$ cat src/rtl/fetch_top.sv
// Instruction fetch front end: one outstanding memory request, a single-entry
// output register toward decode, a one-entry hold buffer and redirect squashing.
module fetch_top #(
    parameter int                PC_WIDTH    = 32,
    parameter int                INSTR_WIDTH = 32,
    parameter logic [PC_WIDTH-1:0] BOOT_PC   = PC_WIDTH'(32'h0000_1000)
) (
    input  logic                   clock,
    input  logic                   reset_c,
    output logic                   imem_req_valid,
    output logic [PC_WIDTH-1:0]    imem_req_addr,
    input  logic                   imem_req_ready,
    input  logic                   imem_rsp_valid,
    input  logic [INSTR_WIDTH-1:0] imem_rsp_data,
    input  logic                   stall_decode,
    output logic                   fetch_instr_valid,
    output logic [INSTR_WIDTH-1:0] fetch_instr_data,
    output logic [PC_WIDTH-1:0]    fetch_instr_pc,
    input  logic                   branch_taken,
    input  logic [PC_WIDTH-1:0]    branch_target,
    input  logic                   excV,
    input  logic [PC_WIDTH-1:0]    rmPC
);

    // state  | meaning
    // S_REQ  | presenting imem request for pc
    // S_WAIT | request accepted, waiting for its response
    // S_HOLD | response parked in hold buffer until decode frees output
    typedef enum logic [1:0] {S_REQ, S_WAIT, S_HOLD} state_t;

    state_t                 state, state_nxt;
    logic [PC_WIDTH-1:0]    pc, pc_nxt;
    logic                   squash, squash_nxt;
    logic [INSTR_WIDTH-1:0] hold_data;
    logic [PC_WIDTH-1:0]    hold_pc;
    logic                   take_rsp, park_rsp, unpark;

    logic                   redirect;
    logic [PC_WIDTH-1:0]    target;
    logic                   free;

    assign redirect = excV | branch_taken;
    assign target   = excV ? rmPC : branch_target;
    assign free     = ~fetch_instr_valid | ~stall_decode;

    always_ff @(posedge clock) begin
        if (reset_c) begin
            state  <= S_REQ;
            pc     <= BOOT_PC;
            squash <= 1'b0;
        end else begin
            state  <= state_nxt;
            pc     <= pc_nxt;
            squash <= squash_nxt;
        end
    end

    always_comb begin
        state_nxt  = state;
        pc_nxt     = pc;
        squash_nxt = squash;
        take_rsp   = 1'b0;
        park_rsp   = 1'b0;
        unpark     = 1'b0;
        case (state)
            S_REQ: begin
                if (redirect) pc_nxt = target;
                // an accepted request races a redirect: let it complete, then drop its data
                if (imem_req_ready) begin
                    state_nxt  = S_WAIT;
                    squash_nxt = redirect;
                end
            end
            S_WAIT: begin
                if (imem_rsp_valid) begin
                    state_nxt  = S_REQ;
                    squash_nxt = 1'b0;
                    if (redirect) begin
                        pc_nxt = target;
                    end else if (!squash) begin
                        pc_nxt = pc + PC_WIDTH'(4);
                        if (free) begin
                            take_rsp = 1'b1;
                        end else begin
                            park_rsp  = 1'b1;
                            state_nxt = S_HOLD;
                        end
                    end
                end else if (redirect) begin
                    pc_nxt     = target;
                    squash_nxt = 1'b1;
                end
            end
            S_HOLD: begin
                if (redirect) begin
                    pc_nxt    = target;
                    state_nxt = S_REQ;
                end else if (free) begin
                    unpark    = 1'b1;
                    state_nxt = S_REQ;
                end
            end
            default: state_nxt = S_REQ;
        endcase
    end

    always_comb begin
        imem_req_valid = (state == S_REQ);
        imem_req_addr  = pc;
    end

    always_ff @(posedge clock) begin
        if (reset_c) begin
            fetch_instr_valid <= 1'b0;
            fetch_instr_data  <= '0;
            fetch_instr_pc    <= '0;
            hold_data         <= '0;
            hold_pc           <= '0;
        end else begin
            if (redirect) begin
                fetch_instr_valid <= 1'b0;
            end else if (take_rsp) begin
                fetch_instr_valid <= 1'b1;
                fetch_instr_data  <= imem_rsp_data;
                fetch_instr_pc    <= pc;
            end else if (unpark) begin
                fetch_instr_valid <= 1'b1;
                fetch_instr_data  <= hold_data;
                fetch_instr_pc    <= hold_pc;
            end else if (free) begin
                fetch_instr_valid <= 1'b0;
            end
            if (park_rsp) begin
                hold_data <= imem_rsp_data;
                hold_pc   <= pc;
            end
        end
    end

endmodule

$ cat config.mk
export PLATFORM = sky130hd
export DESIGN_NAME = fetch_top
export DESIGN_NICKNAME = d
export VERILOG_FILES = /design/src/rtl/fetch_top.sv
export SDC_FILE = /design/constraint.sdc
export NUM_CORES = 1
export LEC_CHECK = 0
export CORE_AREA = 2 2 127 129
export DETAILED_ROUTE_END_ITERATION = 8
export DIE_AREA = 0 0 129 131
export PLACE_DENSITY = 0.75
export SETUP_SLACK_MARGIN = 0.3
export SLEW_MARGIN = 20
export SYNTH_ARGS = -nofsm -noshare
export SYNTH_HDL_FRONTEND = slang
export SYNTH_SLANG_ARGS = --single-unit
$ cat constraint.sdc
create_clock -name clock -period 2.44 [get_ports clock]
set_input_delay 0.732 -clock clock [delete_from_list [all_inputs] [get_ports clock]]
set_output_delay 0.732 -clock clock [all_outputs]
set_load 0.02 [all_outputs]
==> results of run 1 <==
-- state kept, by name, summed over array words and instances (netlist names) --
| register | cells |
|---|---|
| state | 2 |
| hold_pc | 32 |
| imem_req_addr | 32 |
| squash | 1 |
| fetch_instr_pc | 32 |
| fetch_instr_data | 32 |
| fetch_instr_valid | 1 |
| hold_data | 32 |
-- timing repair --
| item | in CTS | in global routing |
|---|---|---|
| endpoints found under the setup margin | 59 | 42 |
| resized for setup | 55 | 39 |
| pin swaps | 1 | 2 |
-- metal layers --
metal,track usage (%),vias to the layer above
met2,42.3,346
met4,10.4,0
li1,-,3859
met5,0,-
met3,5.66,38
met1,36.5,3615
-- power groups by stage --
stage	clock [mW]	combinational, mW	sequential [mW]
2_1_floorplan	0	0.273	2.93
3_3_place_gp	0	0.735	2.91
3_5_place_dp	0	0.737	2.90
4_1_cts	3.03	0.713	2.85
5_1_grt	3.14	0.771	2.86
6_report	3.01	0.715	2.85
-- stage by stage --
stage	std cells	utilization, %	TNS, ps
2_1_floorplan	1007	-	0
3_3_place_gp	1396	63.2	-12020
3_5_place_dp	1396	63.2	-15220
4_1_cts	1428	67.2	0
5_1_grt	1428	67.9	0
6_report	1428	67.9	0
-- cell families after synthesis --
kind of cell / share of synthesized area [%]
simple gates: 33.2
compound gates: 15.8
flops: 44.8
buf+inv: 5.36
mux: 0.683
fa+ha+maj: 0.171
-- worst reg2reg max path, delay by kind of cell (launching register included) --
family | cells | cell delay, ps
compound gates | 1 | 200
flops | 1 | 520
simple gates | 4 | 1290
-- worst paths after layout --
check / to / slack, ps / depth (start not counted)
worst max-delay path: imem_req_addr[29] / 300 / 7
worst min-delay path: hold_pc[13] / 450 / 2
worst max register to register: imem_req_addr[29] / 350 / 5
worst min register to register: hold_pc[13] / 450 / 2
-- cell type report --
class / count / area [µm²]
Timing Repair Buffer: 258 / 2630
Inverter: 13 / 48.8
Fill cell: 1333 / 5010
Clock inverter: 14 / 224
Sequential cell: 164 / 3300
Multi-Input combinational cell: 745 / 3670
Clock buffer: 18 / 439
Tap cell: 216 / 270
-- cell usage in the layout (no fill, tap or decap), drive strengths merged, types with 5 or more instances in the layout --
cell type / instances
nor2: 232
nand2: 172
dfxtp: 164
clkdlybuf4s50: 123
a21oi: 97
nor4: 70
buf: 59
dlygate4sd2: 43
o21ai: 39
dlymetal6s2s: 33
clkbuf: 18
nand3: 17
inv: 16
and3: 14
nand4: 13
nor3: 11
o31a: 9
a31oi: 7
o32ai: 7
o211ai: 6
mux2i: 5
a221o: 5
bufinv: 5
clkinv: 5
==> flow_summary.json, run 1 <==
{
  "status": "complete, no violations",
  "period_needed_ps": 2140,
  "synth_nets": 1111,
  "ys_ff_latch": 164,
  "gp_congestion": 0.882,
  "post_cts_buffers": 0,
  "grt_overflow": 0,
  "syn_to_final_growth_pct": 44.5,
  "critPathTopFamily": "simple AND/OR/NAND/NOR gates",
  "drv_slew": 0,
  "hpwl_um": 15300,
  "start_util_pct": 47.0,
  "setup_ws_ps": 303,
  "drt-total-wl_um": 23100,
  "critPathKind": "input port to register",
  "highest_layer": "met4",
  "synth_area_per_cell_um2": 7.27,
  "p_comb_share_pct": 10.9,
  "drtIter0Drc": 640,
  "synthFlopType": "dfxtp_1",
  "sw_frac_of_total_pct": 24.6,
  "required_ps": 2790,
  "grt_pass1_vias": 7215,
  "synth_top_area_share_pct": 44.8,
  "tightest_slew_ps": 531,
  "finalSetupViolCount": 0,
  "drtPass1Iterations": 5,
  "postPlaceCellArea_um2": 9860,
  "cts_tree": "yes",
  "wl_met3_um": 1660,
  "cts-htree-levels": 4,
  "cap_viol_max_count": 0,
  "clock_insertion_delay_worst_skew_ps": 430,
  "finalHoldViolCount": 0,
  "crit_fanout": 5,
  "p_clk_share_pct": 45.8,
  "cts_root_buf": "clkbuf_16",
  "drive_above_1_share_pct": 10.1,
  "synthDominantAreaCellType": "dfxtp_1",
  "antenna_found_initial": 0,
  "dpl_worst_slack_ps": -273,
  "total_power_mw": 6.58,
  "period_share_pct": 87.6,
  "port_buffers": 200,
  "worst_ep_arrival_time_ps": 2480,
  "crit_buf_inv": 2,
  "switchingPower_mw": 1.62,
  "placementRows": 46,
  "p_int_mw": 4.96,
  "seqPwrFrac_pct": 43.4,
  "die_w_um": 129,
  "nNetsFinal": 1303,
  "cp-end-kind": "register",
  "hold_start": "hold_pc[13]",
  "cts_buffer_depth": 2,
  "syn-cell-area_um2": 7320,
  "wl_met2_um": 10500,
  "ir_drop_uv": 644,
  "cts.sinks": 164,
  "fin_skew_ps": 6.84,
  "synth_cell_type_count": 51,
  "holdWs_ps": 454,
  "wl_per_cell_um": 16.1,
  "p_per_area_nw_per_um2": 621,
  "synthTopCellsByCount": "nor2_1, nand2_1, dfxtp_1",
  "synth_warnings": 0,
  "leakage_nw": 4.78,
  "io_pins": 201,
  "relSlewSlack_pct": 64.4,
  "startpoint": "imem_rsp_valid",
  "core_um2": 15600,
  "ant_nets": 0,
  "clkSlewWorstSetupHoldPaths_ps": 70,
  "diodes": 0,
  "cts_buffers": 17,
  "rsz0062_at_grt": "no",
  "async_reset_ff_share_pct": 0,
  "grt_pass1_wl_um": 36000,
  "drc_errors": 0,
  "cp_cell_sequence": "dlygate4sd2_1 > nor4bb_1 > buf_4 > o21a_4 > or3_4 > or4_4 > a31oi_1",
  "met1_length_um": 10400,
  "grt_use_total_pct": 26.9,
  "yosysSeqAreaShare_pct": 44.8,
  "reg2reg_from": "imem_req_addr[24]",
  "synthTopCellsByArea": "dfxtp_1, nor2_1, nand2_1",
  "die_height_um": 131,
  "critPathSlowestCell": "or4_4",
  "worstSetupStartpointType": "input port",
  "hold_buffers": 0,
  "synth_edf_count": 0,
  "vias": 7858,
  "fin_area_um2": 10600,
  "max_freq_ghz": 0.468,
  "syn_inst": 1007,
  "slowest_delay_ps": 420,
  "grt_max_degree": 68,
  "hold_class": "register to register",
  "synth.most_common_cell": "nor2_1",
  "die-area_um2": 16900,
  "via_per_inst": 5.50
}
Note: power is estimated with default switching activity, not from simulation.
==> run 2: changes to the inputs <==
CORE_AREA = 2 2 111 113   (was 2 2 127 129)
DIE_AREA = 0 0 113 115   (was 0 0 129 131)
DONT_BUFFER_PORTS = 1   (was unset)
PLACE_DENSITY = 0.74   (was 0.75)
==> flow_summary.json, run 2 (synthesized netlist as in run 1, its figures left out) <==
{
  "status": "finished with violations",
  "rsz0062_at_grt": "no",
  "p_per_area_nw_per_um2": 742,
  "syn_to_final_growth_pct": 11.4,
  "ir_drop_uv": 367,
  "drtIter0Drc": 831,
  "violations": "DRC",
  "period_share_pct": 83.5,
  "switchingPower_mw": 1.39,
  "start_util_pct": 62.0,
  "worst_ep_arrival_time_ps": 1310,
  "setup-tns-final_ps": 0,
  "seqPwrFrac_pct": 47.0,
  "cts_root_buf": "clkbuf_16",
  "p_comb_share_pct": 6.5,
  "cts_buffers": 17,
  "crit_fanout": 9,
  "port_buffers": 0,
  "io_pins": 201,
  "tightest_slew_ps": 617,
  "reg2reg_slack_ps": 450,
  "hold_buffers": 0,
  "fillCellCount": 990,
  "via_per_inst": 6.30,
  "fin_util_pct": 69.1,
  "finalSetupViolCount": 0,
  "cts_tree": "yes",
  "drt-total-wl_um": 21000,
  "drv_slew": 0,
  "core_um2": 11800,
  "critPathSlowestCell": "dfxtp_1",
  "hpwl_um": 13900,
  "max_freq_ghz": 0.491,
  "ant_nets": 0,
  "nNetsFinal": 1086,
  "cp_cell_sequence": "buf_4 > nor2_2",
  "grt_pass1_wl_um": 33400,
  "period_needed_ps": 2040,
  "cts.sinks": 164,
  "relSlewSlack_pct": 58.3,
  "grt_use_total_pct": 31.7,
  "die_w_um": 113,
  "diodes": 0,
  "hold_depth": 1,
  "grt_overflow": 0,
  "vias": 7200,
  "clock_insertion_delay_worst_skew_ps": 420,
  "final_cell_mix": "nor2_1, nand2_1, dfxtp_1",
  "grt_max_degree": 167,
  "drive_above_1_share_pct": 8.34,
  "p_int_mw": 4.66,
  "worstSetupStartpointType": "register",
  "antenna_found_initial": 0,
  "cts_buffer_depth": 2,
  "p_clk_share_pct": 46.4,
  "hold_class": "input port to register",
  "dpl_worst_slack_ps": 239,
  "finalHoldViolCount": 0,
  "final_common_cell": "nor2_1",
  "reg2reg_depth": 5,
  "fin_skew_ps": 6.96,
  "cap_viol_max_count": 0,
  "die_height_um": 115,
  "grt_pass1_vias": 6650,
  "drc_errors": 12,
  "die-area_um2": 13000,
  "leakage_nw": 3.14,
  "gp_congestion": 0.901,
  "required_ps": 1710,
  "cp-end-kind": "output pin",
  "drtPass1Iterations": 7,
  "critPathKind": "register to output pin",
  "wl_per_cell_um": 18.4,
  "cts-htree-levels": 4,
  "clkSlewWorstSetupHoldPaths_ps": 60,
  "holdWs_ps": 390,
  "slowest_delay_ps": 410,
  "placementRows": 40,
  "sw_frac_of_total_pct": 23.0,
  "setup_ws_ps": 402
}
-- run 2: repair_timing --
| item | CTS | global route |
|---|---|---|
| endpoints found under the setup margin | 0 | 1 |
| resized for setup | 0 | 1 |
| buffers inserted | 0 | 0 |
-- run 2: through the flow --
step	cell area, µm²	cells	power, mW
2_1_floorplan	7320	1007	3.21
3_3_place_gp	7540	1110	3.28
3_5_place_dp	7540	1110	3.29
4_1_cts	8160	1142	6.06
5_1_grt	8160	1142	6.24
6_report	8160	1142	6.05
-- run 2: worst max-delay path, delay by kind of cell (launching register included) --
kind / cells / cell delay, ps
flip-flops: 1 / 410
AND/OR/NAND/NOR: 1 / 250
buffers and inverters: 1 / 220
-- run 2: path summary, 6_finish.rpt --
check / start / end
setup reg to reg: imem_req_addr[21] / imem_req_addr[30]
hold reg to reg: hold_pc[10] / hold_pc[10]
hold / removal: reset_c / imem_req_addr[2]
setup / recovery: state[0] / imem_req_valid
-- run 2: power by group through the flow --
stage	Clock, mW	Combinational (mW)	Sequential (mW)
after detailed placement	0	0.387	2.90
after CTS	2.83	0.390	2.85
after floorplan	0	0.273	2.93
final	2.81	0.395	2.85
after global placement	0	0.377	2.90
after global routing	2.95	0.429	2.85
-- run 2: layer usage --
metal	vias to the layer above	part of all wire, %	track usage, %
met4	0	1.7	11.1
met2	377	47	50.9
met1	3372	41	40.8
met5	-	0	0
li1	3409	-	-
met3	42	10	9.65
-- run 2: area by class of cell --
cell class	count	area, µm²	share of cell area, %
Tap cell	147	184	2.25
Sequential cell	164	3280	40.2
Multi-Input combinational cell	745	3670	44.9
Timing Repair Buffer	41	358	4.39
Inverter	13	48.8	0.598
Clock inverter	8	149	1.82
Clock buffer	24	472	5.78
